## src/rtl/frac_scaler_dda.sv

```systemverilog
// Fractional DDA scaler: restoring-divide setup plus per-line phase engine.
// Define FRAC_SCALER_LIMIT_EN to add the limit_out shift-add multiplier.
module frac_scaler_dda #(
  parameter int BITWIDTH  = 10,
  parameter int FRACWIDTH = 16,
  parameter int COEFWIDTH = 4
) (
  input  logic                 clk,
  input  logic                 reset_n,
  input  logic [BITWIDTH-1:0]  num,
  input  logic [BITWIDTH-1:0]  den,
  input  logic [BITWIDTH-1:0]  limit,
  input  logic                 newfraction,
  output logic                 busy,
  output logic                 ready,
  output logic                 div_zero,
  output logic [BITWIDTH-1:0]  limit_out,
  input  logic                 step_reset,
  input  logic                 step_in,
  input  logic [FRACWIDTH-1:0] step_offset,
  input  logic [BITWIDTH-1:0]  centre_offset,
  output logic                 step_out,
  output logic [1:0]           advance,
  output logic [BITWIDTH-1:0]  whole,
  output logic [FRACWIDTH-1:0] fraction,
  output logic [COEFWIDTH-1:0] coef,
  output logic                 blank
);

  localparam int W  = BITWIDTH + FRACWIDTH;
  localparam int CW = $clog2(W + 1);

  typedef enum logic [1:0] {
    S_IDLE,
    S_DIV,
    S_MUL
  } state_e;

  state_e               state_q, state_d;
  logic [W-1:0]         dq_q, dq_d;
  logic [BITWIDTH-1:0]  rem_q, rem_d;
  logic [BITWIDTH-1:0]  den_q, den_d;
  logic [BITWIDTH-1:0]  lim_q, lim_d;
  logic [CW-1:0]        cnt_q, cnt_d;
  logic                 busy_q, busy_d;
  logic                 ready_q, ready_d;
  logic                 dz_q, dz_d;
  logic [W-1:0]         spos_q, spos_d;
  logic [BITWIDTH-1:0]  dpos_q, dpos_d;
  logic [BITWIDTH-1:0]  whole_q, whole_d;
  logic [BITWIDTH-1:0]  offset_q, offset_d;
  logic [FRACWIDTH-1:0] frac_q, frac_d;
  logic [COEFWIDTH-1:0] coef_q, coef_d;
  logic [1:0]           adv_q, adv_d;
  logic                 sout_q, sout_d;
`ifdef FRAC_SCALER_LIMIT_EN
  logic [W+BITWIDTH-1:0] acc_q, acc_d;
  logic [W+BITWIDTH-1:0] mcand_q, mcand_d;
  logic [BITWIDTH-1:0]   mlim_q, mlim_d;
  logic [BITWIDTH-1:0]   limo_q, limo_d;
`endif

  logic [BITWIDTH:0]   rem_sh;
  logic                rem_ge;
  logic [BITWIDTH-1:0] sw;
  logic [BITWIDTH-1:0] diff;
  logic                fwd;
  logic [W-1:0]        spos_nx;
  logic [1:0]          adv_nx;
  logic                init;

  // dq_q shifts the dividend out and the quotient in; it holds step once done
  assign rem_sh  = {rem_q, dq_q[W-1]};
  assign rem_ge  = rem_sh >= {1'b0, den_q};
  assign sw      = spos_q[W-1:FRACWIDTH];
  assign diff    = dpos_q - sw;
  assign fwd     = dpos_q > sw;
  assign spos_nx = spos_q + dq_q;
  assign adv_nx  = (diff > BITWIDTH'(3)) ? 2'd3 : diff[1:0];
  assign init    = step_reset || newfraction;

  always_comb begin
    state_d  = state_q;
    dq_d     = dq_q;
    rem_d    = rem_q;
    den_d    = den_q;
    lim_d    = lim_q;
    cnt_d    = cnt_q;
    busy_d   = busy_q;
    ready_d  = ready_q;
    dz_d     = dz_q;
    spos_d   = spos_q;
    dpos_d   = dpos_q;
    whole_d  = whole_q;
    offset_d = offset_q;
    frac_d   = frac_q;
    coef_d   = coef_q;
    adv_d    = adv_q;
    sout_d   = 1'b0;
`ifdef FRAC_SCALER_LIMIT_EN
    acc_d    = acc_q;
    mcand_d  = mcand_q;
    mlim_d   = mlim_q;
    limo_d   = limo_q;
`endif

    case (state_q)
      S_DIV: begin
        rem_d = rem_ge ? BITWIDTH'(rem_sh - {1'b0, den_q})
                       : rem_sh[BITWIDTH-1:0];
        dq_d  = {dq_q[W-2:0], rem_ge};
        cnt_d = cnt_q - CW'(1);
        if (cnt_q == CW'(1)) begin
`ifdef FRAC_SCALER_LIMIT_EN
          state_d = S_MUL;
          cnt_d   = CW'(BITWIDTH);
          acc_d   = '0;
          mcand_d = {{BITWIDTH{1'b0}}, dq_d};
          mlim_d  = lim_q;
`else
          state_d = S_IDLE;
          busy_d  = 1'b0;
          ready_d = 1'b1;
`endif
        end
      end
`ifdef FRAC_SCALER_LIMIT_EN
      S_MUL: begin
        if (mlim_q[0]) acc_d = acc_q + mcand_q;
        mcand_d = mcand_q << 1;
        mlim_d  = mlim_q >> 1;
        cnt_d   = cnt_q - CW'(1);
        if (cnt_q == CW'(1)) begin
          state_d = S_IDLE;
          busy_d  = 1'b0;
          ready_d = 1'b1;
          limo_d  = acc_d[FRACWIDTH +: BITWIDTH];
        end
      end
`endif
      default: ;
    endcase

    if (newfraction) begin
      state_d = S_DIV;
      busy_d  = 1'b1;
      ready_d = 1'b0;
      dz_d    = (den == '0);
      den_d   = den;
      lim_d   = limit;
      dq_d    = {num, {FRACWIDTH{1'b0}}};
      rem_d   = '0;
      cnt_d   = CW'(W);
    end

    if (init) begin
      spos_d   = {{BITWIDTH{1'b0}}, step_offset};
      dpos_d   = '0;
      whole_d  = '0;
      offset_d = centre_offset;
    end else if (ready_q) begin
      if (step_in) begin
        if (offset_q != '0) begin
          offset_d = offset_q - BITWIDTH'(1);
          frac_d   = '0;
          coef_d   = '0;
        end else begin
          if (fwd) begin
            spos_d  = spos_nx;
            sout_d  = 1'b1;
            adv_d   = adv_nx;
            whole_d = whole_q + {{(BITWIDTH-2){1'b0}}, adv_nx};
            frac_d  = spos_nx[FRACWIDTH-1:0];
            coef_d  = spos_nx[FRACWIDTH-1 -: COEFWIDTH];
          end else begin
            frac_d = '0;
            coef_d = '0;
          end
          if (diff < BITWIDTH'(2)) dpos_d = dpos_q + BITWIDTH'(1);
        end
      end
      // past the line end: hold the engine in blanking
      if (whole_d >= lim_q) offset_d = '1;
    end
  end

  always_ff @(posedge clk or negedge reset_n) begin
    if (!reset_n) begin
      state_q  <= S_IDLE;
      dq_q     <= '0;
      rem_q    <= '0;
      den_q    <= '0;
      lim_q    <= '0;
      cnt_q    <= '0;
      busy_q   <= 1'b0;
      ready_q  <= 1'b0;
      dz_q     <= 1'b0;
      spos_q   <= '0;
      dpos_q   <= '0;
      whole_q  <= '0;
      offset_q <= '0;
      frac_q   <= '0;
      coef_q   <= '0;
      adv_q    <= '0;
      sout_q   <= 1'b0;
`ifdef FRAC_SCALER_LIMIT_EN
      acc_q    <= '0;
      mcand_q  <= '0;
      mlim_q   <= '0;
      limo_q   <= '0;
`endif
    end else begin
      state_q  <= state_d;
      dq_q     <= dq_d;
      rem_q    <= rem_d;
      den_q    <= den_d;
      lim_q    <= lim_d;
      cnt_q    <= cnt_d;
      busy_q   <= busy_d;
      ready_q  <= ready_d;
      dz_q     <= dz_d;
      spos_q   <= spos_d;
      dpos_q   <= dpos_d;
      whole_q  <= whole_d;
      offset_q <= offset_d;
      frac_q   <= frac_d;
      coef_q   <= coef_d;
      adv_q    <= adv_d;
      sout_q   <= sout_d;
`ifdef FRAC_SCALER_LIMIT_EN
      acc_q    <= acc_d;
      mcand_q  <= mcand_d;
      mlim_q   <= mlim_d;
      limo_q   <= limo_d;
`endif
    end
  end

  assign busy     = busy_q;
  assign ready    = ready_q;
  assign div_zero = dz_q;
  assign step_out = sout_q;
  assign advance  = adv_q;
  assign whole    = whole_q;
  assign fraction = frac_q;
  assign coef     = coef_q;
  assign blank    = |offset_q;
`ifdef FRAC_SCALER_LIMIT_EN
  assign limit_out = limo_q;
`else
  assign limit_out = '0;
`endif

endmodule

```

## config.mk

```make
export PLATFORM = sky130hd
export DESIGN_NAME = frac_scaler_dda
export DESIGN_NICKNAME = d
export VERILOG_FILES = /design/src/rtl/frac_scaler_dda.sv
export SDC_FILE = /design/constraint.sdc
export NUM_CORES = 1
export LEC_CHECK = 0
export BUFFER_PORTS_ARGS = -buffer_cell sky130_fd_sc_hd__buf_2
export CAP_MARGIN = 20
export CELL_PAD_IN_SITES_DETAIL_PLACEMENT = 2
export CELL_PAD_IN_SITES_GLOBAL_PLACEMENT = 2
export CORE_UTILIZATION = 37
export DETAILED_ROUTE_END_ITERATION = 10
export PLACE_DENSITY = 0.91
export SYNTH_ARGS = -nofsm -noshare
export SYNTH_HDL_FRONTEND = slang
export SYNTH_SLANG_ARGS = --single-unit
```

## constraint.sdc

```tcl
create_clock -name clk -period 5.9 [get_ports clk]
set_clock_uncertainty 0.2 [all_clocks]
set_input_delay 1.18 -clock clk [delete_from_list [all_inputs] [get_ports clk]]
set_output_delay 1.18 -clock clk [all_outputs]
set_load 0.05 [all_outputs]
```

Word level (Yosys, flattened, before mapping):

Cells that the tools add are included.

* output and inout bits: 47
* input bits: 61
* word-level logic and storage cells: 100
* flip-flop bits (word level): 145

* add/subtract/negate cells: 7
* reduce and logical (&&, ||, !) cells: 18
* equal/unequal tests: 3
* bitwise logic cells: 2
* magnitude comparators: 5
* muxes and demuxes: 48

Operators with widths (count)
* 2-to-1 mux 10 bit: 20
* 2-to-1 mux 26 bit: 7
* 2-to-1 mux 16 bit: 2
* adder 26 bit: 1
* subtractor 10 bit: 2
* nonzero test 2 bit: 6
* >= comparator 11 x 10 -> 1 bit: 1
* 2-to-1 mux 1 bit: 11
* adder 10 x 1 -> 10 bit, second input constant: 1
* adder 10 x 2 -> 10 bit: 1
* >= comparator 10 bit: 1
* greater-than comparator 10 bit: 1
* greater-than comparator 10 x 2 -> 1 bit, second input constant: 1
* logical NOT 10 bit: 1
* less-than comparator 10 x 2 -> 1 bit, second input constant: 1
* 2-to-1 mux 5 bit: 2
* nonzero test 10 bit: 1
* OR reduction 10 bit: 1
* subtractor 10 x 1 -> 10 bit, second input constant: 1
* 2-to-1 mux 2 bit: 4
* 2-to-1 mux 4 bit: 2
* AND reduction 4 bit: 2
* AND reduction 3 bit: 2
* nonzero test 3 bit: 2
* 8 further kinds: 9

Depth between registers and ports, before layout:

Gate-level depths: netlist of the first run.

* depth in word-level cells: 13
* depth in mapped cells: 26
* mapped depth without buffers: 25

Least setup slack after synthesis of the first run:

No wires, ideal clock.

* path kind: register -> register
* start: register dpos_q[0]
* end: register offset_q[2]
* data arrival time: 4.651 ns
* library setup time: 0.064 ns
* stages on the path, launching flop included: 27
* clock period less this slack: 4.915 ns
* data required time: 5.636 ns
* setup slack: 0.985 ns
* path through: dfrtp_1 -> inv_1 -> ha_1 -> fa_1 -> inv_1 -> a21oi_1 -> o21bai_1 -> a2111oi_0 -> a31oi_1 -> o2111a_1 -> and3_1 -> inv_1 -> ha_1 -> a21o_1 -> and4_1 -> buf_4 -> nand3_1 -> xnor2_1 -> ha_1 -> o21a_1 -> nand3_1 -> o211ai_1 -> o22a_1 -> clkbuf_1 -> nor2_1 -> a221oi_1 -> a21o_1

* cells in the longest elaborated chain, start to end: 13

Ends and longest elaborated chain
* start: declaration: line 49 `logic [BITWIDTH-1:0] dpos_q, dpos_d;`
* start signal: assignment: line 223 `dpos_q <= dpos_d;`
* subtractor 10 bit (*): line 76 `assign diff = dpos_q - sw;`
* greater-than comparator 10 x 2 -> 1 bit: line 79 `assign adv_nx = (diff > BITWIDTH'(3)) ? 2'd3 : diff[1:0];`
* 2-to-1 mux 2 bit (*): line 79
* via adv_nx[1]: line 69 `logic [1:0] adv_nx;`
* adder 10 x 2 -> 10 bit (*): line 172 `whole_d = whole_q + {{(BITWIDTH-2){1'b0}}, adv_nx};`
* 2-to-1 mux 10 bit (*): line 168 `if (fwd) begin`
* 2-to-1 mux 10 bit (*): line 163 `if (offset_q != '0) begin`
* 2-to-1 mux 10 bit (*): line 162 `if (step_in) begin`
* 2-to-1 mux 10 bit (*): line 161 `end else if (ready_q) begin`
* 2-to-1 mux 10 bit (*): line 156 `if (init) begin`
* >= comparator 10 bit (*): line 183 `if (whole_d >= lim_q) offset_d = '1;`
* 2-to-1 mux 10 bit: line 183
* 2-to-1 mux 10 bit: line 161
* 2-to-1 mux 10 bit: line 156
* end signal: assignment: line 225 `offset_q <= offset_d;`
* end: declaration: line 51 `logic [BITWIDTH-1:0] offset_q, offset_d;`

Mark *: on every way through the listed nets, which the timed path passes. The rest lies on a longest branch. The select of a mux whose other input is x is not followed.
A chain may end at the register's enable or synchronous reset.

Worst setup path in the final report of the first run:

* start: register spos_q[17]
* end: register offset_q[9]

* cells in the longest elaborated chain, start to end: 13

Ends and longest elaborated chain
* start: declaration: line 48 `logic [W-1:0] spos_q, spos_d;`
* start signal: assignment: line 222 `spos_q <= spos_d;`
* subtractor 10 bit (*): line 76
* greater-than comparator 10 x 2 -> 1 bit (*): line 79
* 2-to-1 mux 2 bit (*): line 79
* via adv_nx[0]: line 69
* adder 10 x 2 -> 10 bit (*): line 172
* 2-to-1 mux 10 bit (*): line 168
* 2-to-1 mux 10 bit (*): line 163
* 2-to-1 mux 10 bit (*): line 162
* 2-to-1 mux 10 bit (*): line 161
* 2-to-1 mux 10 bit (*): line 156
* >= comparator 10 bit (*): line 183
* 2-to-1 mux 10 bit: line 183
* 2-to-1 mux 10 bit: line 161
* 2-to-1 mux 10 bit: line 156

Marked as above.

==> results of run 1 <==
## sequential cells by signal (all words and copies together) (netlist names)
signal / flops
spos_q: 26
offset_q: 10
ready: 1
fraction: 16
rem_q: 10
den_q: 10
lim_q: 10
step_out: 1
whole: 10
dq_q: 26
cnt_q: 5
dpos_q: 10
advance: 2
div_zero: 1
busy: 1
## kinds of logic after synthesis
logic type / count (synthesis)
and+or+nand+nor: 324
AOI/OAI and AO/OA: 237
DFF: 139
buffers and inverters: 111
adders and majority gates: 65
muxes: 52
xor gates and xnor gates: 46
other: 1
## worst paths after layout
| kind | depth (start not counted) | start | endpoint |
|---|---|---|---|
| worst max register to register | 24 | spos_q[17]$_DFFE_PN0P_ | offset_q[9]$_DFFE_PN0P_ |
| worst min-delay path | 2 | fraction[0]$_DFFE_PN0P_ | fraction[0]$_DFFE_PN0P_ |
| max in group asynchronous | 2 | reset_n | busy$_DFFE_PN0P_ |
| worst min register to register | 2 | fraction[0]$_DFFE_PN0P_ | fraction[0]$_DFFE_PN0P_ |
| min in group asynchronous | 1 | reset_n | den_q[4]$_DFFE_PN0P_ |
| worst max-delay path | 24 | spos_q[17]$_DFFE_PN0P_ | offset_q[9]$_DFFE_PN0P_ |
## cells in the final DEF (no fill, tap or decap), types with 9 or more instances in the layout
| cell type | count |
|---|---|
| dfrtp_1 | 137 |
| nand2_1 | 120 |
| buf_2 | 96 |
| nor2_1 | 77 |
| o21ai_0 | 70 |
| ha_1 | 61 |
| inv_1 | 56 |
| a21oi_1 | 54 |
| mux2i_1 | 46 |
| nand3_1 | 34 |
| a21o_1 | 25 |
| xnor2_1 | 23 |
| xor2_1 | 22 |
| clkbuf_16 | 17 |
| and3_1 | 13 |
| nand4_1 | 12 |
| nor3_1 | 12 |
| a211oi_1 | 12 |
| conb_1 | 10 |
| buf_4 | 10 |
| a22o_1 | 9 |
## critical path, cell delays in order (launching register included)
cell and delay [ps]:
dfrtp_2 450, inv_1 100, ha_1 320, nor2b_1 140, o21ai_0 340, a21oi_1 190
o21ai_2 190, nor3b_1 230, o2111a_1 260, and2_1 170, nand2_1 70, ha_1 200
inv_1 70, fa_1 410, a21oi_1 220, ha_1 280, a21o_1 170, a21o_1 180
a21oi_1 260, o211ai_1 180, o22a_2 300, o21ai_1 200, nand2_1 130, buf_4 190
o221a_2 230
## final cells by class
type                    instances  area, um^2  share of cell area (%)
clock buffers                  18         439                    4.30
inverters                      57         214                    2.10
well taps                     319         399                    3.91
multi-input cells             734        4950                    48.5
repair buffers                107         567                    5.55
clock inverters                13         151                    1.48
flip-flops and latches        139        3480                    34.1
## report_power, final
group	leakage (nW)	switching, mW	internal (mW)	total [mW]
Combinational	3.07	0.408	0.258	0.666
Clock	0.287	0.467	0.669	1.14
Sequential	1.80	0.0692	1.02	1.09
Total	5.16	0.944	1.95	2.89
## metrics by stage
stage	cells	power [mW]	setup slack (ps)	hold slack, ps
5_1_grt	1387	2.99	-90.8	329
3_5_place_dp	1353	1.71	-11.6	275
4_1_cts	1384	2.89	21.6	296
3_3_place_gp	1353	1.65	553	259
6_report	1387	2.89	95.4	287
2_1_floorplan	984	1.52	985	269
## per-layer routing
metal	vias to the layer above	global-route usage [%]	share of wire [%]
met2	229	53.0	52
met4	0	16.4	4.0
li1	3565	-	-
met5	-	0	0
met3	99	4.43	3.0
met1	4180	35.0	41
## timing repair
| action | in CTS | in global routing |
|---|---|---|
| resized for setup | 3 | 13 |
| cloned | 0 | 0 |
| setup buffers | 0 | 3 |
| pin swaps | 0 | 5 |
| setup endpoints to repair | 9 | 10 |
==> run_results.csv, run 1 <==
group,metric,value,unit
outcome,status,"finished, final reports clean",
detailed_routing,drt-initial-drc-count,449,
worst_setup_path,reg2reg_slack,100,ps
floorplan,ioPinCount,108,
yosys,synth_simple_gate_area_share,17.4,%
finish,final_area,10200,um^2
run,cap_violations,0,
worst_setup_path,start_kind,"flop",
clock_tree,cts_tree,"done",
clock_tree,worstSkewPairLatency,450,ps
yosys,yosysTopAreaCell,"dfrtp_1",
detailed_routing,drc_errors,0,
detailed_routing,ant_nets,0,
yosys,synth_common_cells,"dfrtp_1, nand2_1, nor2_1",
detailed_routing,viasPerCell,5.82,
place,port_buffers,97,
yosys,avgSynthCellArea,9.06,um^2
yosys,synth_edf_count,0,
timing,max_clock_freq,0.172,GHz
yosys,seq_area_frac_synth,39.4,%
pwr,peakVddDrop,0.173,mV
worst_hold_path,min-delay-path-class,"reg -> reg",
detailed_routing,wl_per_cell,25.6,um
grt,grt_first_pass_wirelength,55400,um
yosys,ys_warn_count,0,
timing,finalSetupTns,0,ps
yosys,synthMostInstantiatedCell,"dfrtp_1",
yosys,synth_compound_area_share,17.6,%
clock_tree,cts.sink_count,139,
yosys,yosysTopAreaCellShare,39.4,%
timing,slew_headroom,26.2,%
finish,n_fill_cell,2483,
floorplan,rows,56,
timing,worst_pin_slew,1100,ps
yosys,ys_ff_latch,139,
floorplan,coreArea,23500,um^2
yosys,synth-main-ff-cell,"dfrtp_1",
finish,diodes,0,
worst_setup_path,path_max_fanout,5,
floorplan,fp.dieH,157,um
timing,drv_slew,0,
finish,post-route-util,43.5,%
yosys,synth_top_family_by_area,"compound AO/OA/AOI/OAI gates",
yosys,synthTopCellsByArea,"dfrtp_1, ha_1, mux2i_1",
clock_tree,path_clk_slew,70,ps
yosys,yosys-mux-area-fraction,5.98,%
worst_setup_path,cp.required,6030,ps
floorplan,start_util,37.6,%
yosys,syn_area,8830,um^2
place,dpl_cell_area,9540,um^2
grt,grt_max_degree,107,
timing,setup_viol,0,
clock_tree,cts-buffers-inserted,17,
clock_tree,cts_hold_buf,0,
clock_tree,cts_root_buffer,"clkbuf_16",
grt,antenna_found_initial,0,
pwr,p_per_area,284,nW/um^2
detailed_routing,first_pass_iters,4,
pwr,leakagePower,5.16,nW
yosys,synth_xor_area_share,4.56,%
detailed_routing,vias,8073,
yosys,ys_async_sr_fraction,100,%
grt,grt_pass1_vias,9337,
finish,synthToLayoutAreaGrowth,15.5,%
finish,nets,1182,
timing,period_share,98.4,%
worst_setup_path,arrival,5940,ps
timing,timing.final.crit_period,5800,ps
yosys,synthCells,975,
worst_setup_path,crit_type,"reg -> reg",
worst_setup_path,cp-end-kind,"flop",
place,place_congestion,0.854,
yosys,synth_adder_area_share,9.55,%
floorplan,die_w,157,um
floorplan,dieArea,24500,um^2
detailed_routing,wl,35500,um
clock_tree,h-tree-depth,4,
yosys,synth.distinct_cells,74,
clock_tree,clockBufferDepth,2,
finish,drive_gt1_share,16.9,%
grt,grt_overflow,0,
timing,final_hold_viol_count,0,
grt,grt_usage,30.0,%
place,dp_hpwl,21700,um
Power figures use the tool's default switching activity.
==> run 2: changes to the inputs <==
--- a/config.mk
+++ b/config.mk
@@ -12,6 +12,7 @@
 export CORE_UTILIZATION = 37
 export DETAILED_ROUTE_END_ITERATION = 10
 export PLACE_DENSITY = 0.91
+export RECOVER_POWER = 25
 export SYNTH_ARGS = -nofsm -noshare
 export SYNTH_HDL_FRONTEND = slang
 export SYNTH_SLANG_ARGS = --single-unit
==> run_results.csv, run 2 (synthesis results as in run 1) <==
group,metric,value,unit
outcome,status,"finished, violations left",
outcome,violations,"capacitance limit, slew limit",
finish,diodes,0,
worst_setup_path,cp-end-kind,"flop",
floorplan,ioPinCount,108,
pwr,leakagePower,5.16,nW
worst_setup_path,slowest_stage,"dfrtp_2",
pwr,combPwrFrac,23.0,%
worst_hold_path,min-delay-path-class,"reg -> reg",
place,dpl_cell_area,9540,um^2
clock_tree,worstSkewPairLatency,450,ps
finish,nets,1182,
clock_tree,cts_tree,"done",
clock_tree,cts_root_buffer,"clkbuf_16",
finish,final_cells,1387,
timing,setup_viol,0,
pwr,netSwitchingPower,0.943,mW
grt,grt_usage,30.0,%
worst_setup_path,slowest_delay,450,ps
pwr,peakVddDrop,0.171,mV
clock_tree,cts_hold_buf,0,
timing,whs,287,ps
grt,grt_first_pass_wirelength,55400,um
detailed_routing,first_pass_iters,5,
worst_setup_path,crit_type,"reg -> reg",
finish,final_area,10200,um^2
place,dp_hpwl,21700,um
floorplan,die_w,157,um
floorplan,fp.dieH,157,um
finish,drive_gt1_share,16.9,%
finish,mostFrequentLayoutCell,"dfrtp_1",
place,port_buffers,97,
worst_setup_path,cp.required,6040,ps
pwr,p_int,1.95,mW
finish,layout_common_cells,"dfrtp_1, nand2_1, buf_2, nor2_1, o21ai_0",
detailed_routing,wl_per_cell,25.6,um
clock_tree,h-tree-depth,4,
detailed_routing,ant_nets,0,
pwr,p_sw_share,32.6,%
grt,grt_overflow,0,
timing,drv_slew,107,
clock_tree,path_clk_slew,60,ps
detailed_routing,wl,35500,um
pwr,seq_power_share,37.8,%
clock_tree,cts.sink_count,139,
finish,synthToLayoutAreaGrowth,15.5,%
grt,grt_pass1_vias,9337,
detailed_routing,drt-initial-drc-count,498,
timing,worst_pin_slew,2830,ps
floorplan,coreArea,23500,um^2
worst_setup_path,path_max_fanout,5,
floorplan,dieArea,24500,um^2
place,place_congestion,0.854,
run,cap_violations,1,
worst_setup_path,start_kind,"flop",
clock_tree,clockBufferDepth,2,
timing,max_clock_freq,0.172,GHz
clock_tree,cts-buffers-inserted,17,
timing,slew_headroom,-88.5,%
floorplan,start_util,37.6,%
detailed_routing,viasPerCell,5.87,
worst_setup_path,arrival,5940,ps
grt,grt_max_degree,107,
detailed_routing,vias,8139,
pwr,clkPwrFrac,39.2,%
floorplan,rows,56,
timing,period_share,98.3,%
place,post-place-cells,1353,
timing,timing.final.crit_period,5800,ps
timing,final_hold_viol_count,0,
worst_setup_path,path_cells,"inv_1 > ha_1 > nor2b_1 > o21ai_0 > a21oi_1 > o21ai_2 > nor3b_1 > o2111a_1 > and2_1 > nand2_1 > ha_1 > inv_1 > fa_1 > a21oi_1 > ha_1 > a21o_1 > a21o_1 > a21oi_1 > o211ai_1 > o22a_2 > o21ai_1 > nand2_1 > buf_4 > mux2i_1",
pwr,p_per_area,284,nW/um^2
detailed_routing,drc_errors,0,
grt,antenna_found_initial,0,
==> run 2: power groups by stage <==
stage / sequential (mW) / clock (mW) / combinational [mW]
floorplan: 1.08 / 0 / 0.443
global placement: 1.09 / 0 / 0.562
detailed placement: 1.10 / 0 / 0.610
CTS: 1.09 / 1.15 / 0.659
global route: 1.10 / 1.18 / 0.712
finish: 1.09 / 1.13 / 0.665
==> run 2: metrics by stage <==
stage               setup slack [ps]  util, %  power, mW  TNS [ps]
finish                           101     43.4       2.89         0
global route                   -90.8     43.4       2.99      -448
CTS                             21.6     43.2       2.89         0
detailed placement             -11.6     40.7       1.71     -11.6
global placement                 553     40.7       1.65         0
floorplan                        985        -       1.52         0
==> run 2: final timing paths <==
| kind | start | endpoint | slack (ps) | cells after the start |
|---|---|---|---|---|
| max in group asynchronous | reset_n | busy$_DFFE_PN0P_ | 2270 | 2 |
| max reg2reg | spos_q[17]$_DFFE_PN0P_ | offset_q[1]$_DFFE_PN0P_ | 100 | 24 |
| min reg2reg | fraction[0]$_DFFE_PN0P_ | fraction[0]$_DFFE_PN0P_ | 290 | 2 |
| max | spos_q[17]$_DFFE_PN0P_ | offset_q[1]$_DFFE_PN0P_ | 100 | 24 |
| min in group asynchronous | reset_n | den_q[9]$_DFFE_PN0P_ | 1420 | 1 |
| min | fraction[0]$_DFFE_PN0P_ | fraction[0]$_DFFE_PN0P_ | 290 | 2 |
==> run 2: area by class of cell <==
class | instances | area, um^2
multi-input cells | 734 | 4950
flip-flops and latches | 139 | 3480
clock inverters | 13 | 151
repair buffers | 107 | 561
clock buffers | 18 | 439
inverters | 57 | 214
fillers | 2484 | 13300
well taps | 319 | 399
==> run 2: timing repair <==
action | CTS | global route
resized for setup | 3 | 13
setup buffers | 0 | 3
gates cloned | 0 | 0
pin swaps | 0 | 5
setup endpoints to repair | 9 | 10
==> run 2: critical path, delay by kind of cell (launching register included) <==
| kind | cells | cell delay (ps) |
|---|---|---|
| adder cells (fa/ha/maj) | 4 | 1210 |
| buffers and inverters | 3 | 350 |
| multiplexers | 1 | 240 |
| AO/OA/AOI/OAI | 11 | 2480 |
| AND/OR/NAND/NOR | 5 | 740 |
| flip-flops | 1 | 450 |
==> run 2: metal layers <==
metal	part of all wire, %	vias to the layer above	wire [um]	GRT usage [%]
li1	-	3568	-	-
met4	3.9	0	1390	16.4
met1	41	4217	14600	35.0
met3	3.4	99	1200	4.43
met2	52	255	18400	53.0
met5	0	-	0	0
==> run 3: changes to the inputs <==
--- a/config.mk
+++ b/config.mk
@@ -9,6 +9,7 @@
 export CAP_MARGIN = 20
 export CELL_PAD_IN_SITES_DETAIL_PLACEMENT = 2
 export CELL_PAD_IN_SITES_GLOBAL_PLACEMENT = 2
+export CORE_ASPECT_RATIO = 0.9
 export CORE_UTILIZATION = 37
 export DETAILED_ROUTE_END_ITERATION = 10
 export PLACE_DENSITY = 0.91
==> run_results.csv, run 3 (synthesis results as in run 1) <==
group,metric,value,unit
outcome,status,"finished, violations left",
timing,max_clock_freq,0.174,GHz
pwr,p_per_area,292,nW/um^2
pwr,leakagePower,5.15,nW
timing,setup_viol,0,
timing,whs,289,ps
pwr,peakVddDrop,0.146,mV
finish,nets,1179,
clock_tree,cts_hold_buf,0,
finish,synthToLayoutAreaGrowth,15.0,%
outcome,violations,"capacitance limit, slew limit",
worst_setup_path,reg2reg_slack,170,ps
grt,grt_first_pass_wirelength,54700,um
detailed_routing,vias,8279,
timing,timing.final.crit_period,5730,ps
worst_setup_path,start_kind,"flop",
worst_setup_path,crit_type,"reg -> reg",
finish,post-route-util,43.4,%
clock_tree,cts.sink_count,139,
grt,antenna_found_initial,1,
worst_hold_path,min-delay-path-class,"reg -> reg",
place,port_buffers,97,
pwr,finalPower,2.96,mW
timing,slew_headroom,-62.6,%
clock_tree,cts_root_buffer,"clkbuf_16",
finish,final_area,10200,um^2
timing,worst_pin_slew,2440,ps
detailed_routing,drt-initial-drc-count,516,
floorplan,die_w,165,um
place,dpl_cell_area,9530,um^2
clock_tree,worstSkewPairLatency,450,ps
timing,period_share,97.1,%
detailed_routing,wl,36500,um
clock_tree,cts-buffers-inserted,17,
worst_setup_path,cp-end-kind,"flop",
clock_tree,cts_tree,"done",
grt,grt_max_degree,89,
detailed_routing,ant_nets,0,
clock_tree,h-tree-depth,4,
detailed_routing,first_pass_iters,5,
finish,n_fill_cell,2539,
worst_setup_path,arrival,5920,ps
grt,grt_usage,29.7,%
detailed_routing,viasPerCell,6.04,
floorplan,coreArea,23400,um^2
place,place_congestion,0.886,
grt,grt_pass1_vias,9239,
floorplan,fp.dieH,149,um
timing,final_hold_viol_count,0,
floorplan,start_util,37.7,%
clock_tree,clockBufferDepth,2,
finish,layout_common_cells,"dfrtp_1, nand2_1, buf_2, nor2_1, o21ai_0",
finish,mostFrequentLayoutCell,"dfrtp_1",
floorplan,ioPinCount,108,
floorplan,rows,53,
finish,drive_gt1_share,15.7,%
floorplan,dieArea,24500,um^2
run,cap_violations,1,
detailed_routing,drc_errors,0,
clock_tree,path_clk_slew,70,ps
worst_setup_path,cp.required,6090,ps
detailed_routing,wl_per_cell,26.6,um
place,dp_hpwl,20700,um
worst_setup_path,path_max_fanout,12,
timing,drv_slew,89,
timing,rsz0062_at_grt,"true",
grt,grt_overflow,0,
==> run 3: cell types whose count changed in the layout (fill, tap and decap cells not counted), sizes merged <==
| cell | delta |
|---|---|
| clkbuf | +3 |
| diode | +2 |
| bufinv | +1 |
| clkinvlp | -2 |
| buf | -3 |
| clkinv | -1 |
==> run 3: worst max-delay path: stages, from the launching register on <==
cell and delay, ps:
dfrtp_1 460, ha_1 260, fa_1 450, xnor2_1 170
a21oi_1 130, o221ai_1 150, nor4_1 320, o2111a_1 280
and3_1 250, inv_1 60, ha_1 270, a21o_1 170
and4_1 360, nand3_1 140, xnor2_1 160, ha_1 290
o21a_1 180, nand3_1 110, o211ai_1 200, o22a_4 280
nand2_1 170, a221oi_1 450, a21o_1 160
==> run 3: area by class of cell <==
type	count	area, um^2	area share [%]
Multi-Input combinational cell	734	4930	48.5
Sequential cell	139	3480	34.2
Timing Repair Buffer	104	538	5.30
Clock buffer	21	450	4.43
Tap cell	302	378	3.72
Inverter	57	214	2.11
Clock inverter	11	169	1.66
Antenna cell	2	5.00	0.0493
==> run 3: final timing paths <==
path / endpoint / cells past startpoint / from
worst max-delay path: offset_q[2]$_DFFE_PN0P_ / 22 / spos_q[16]$_DFFE_PN0P_
worst min-delay path: fraction[10]$_DFFE_PN0P_ / 2 / fraction[10]$_DFFE_PN0P_
worst max register to register: offset_q[2]$_DFFE_PN0P_ / 22 / spos_q[16]$_DFFE_PN0P_
worst min register to register: fraction[10]$_DFFE_PN0P_ / 2 / fraction[10]$_DFFE_PN0P_
max in group asynchronous: cnt_q[2]$_DFFE_PN0P_ / 2 / reset_n
min in group asynchronous: den_q[9]$_DFFE_PN0P_ / 1 / reset_n
==> run 3: timing repair <==
item,4_1_cts,5_1_grt
setup endpoints to repair,5,10
gates resized for setup,1,6
buffers inserted,0,0
==> run 3: layer usage <==
| metal | wire [um] | share of wire [%] | up-vias | global-route usage, % |
|---|---|---|---|---|
| met5 | 0 | 0 | - | 0 |
| met4 | 1630 | 4.5 | 0 | 13.6 |
| met3 | 1670 | 4.6 | 126 | 5.74 |
| met2 | 18200 | 50 | 325 | 51.4 |
| met1 | 15000 | 41 | 4263 | 35.3 |
| li1 | - | - | 3565 | - |
==> run 3: metrics by stage <==
stage	worst slack [ps]	cells	TNS (ps)
CTS	42.9	1368	0
global placement	384	1336	0
floorplan	985	984	0
finish	169	1370	0
detailed placement	134	1336	0
global route	-101	1370	-128
==> run 3: report_power, final <==
part	switching [mW]	internal, mW	leakage [nW]
registers	0.0719	1.02	1.80
logic	0.417	0.259	3.04
clock network	0.475	0.718	0.301
total	0.963	2.00	5.15
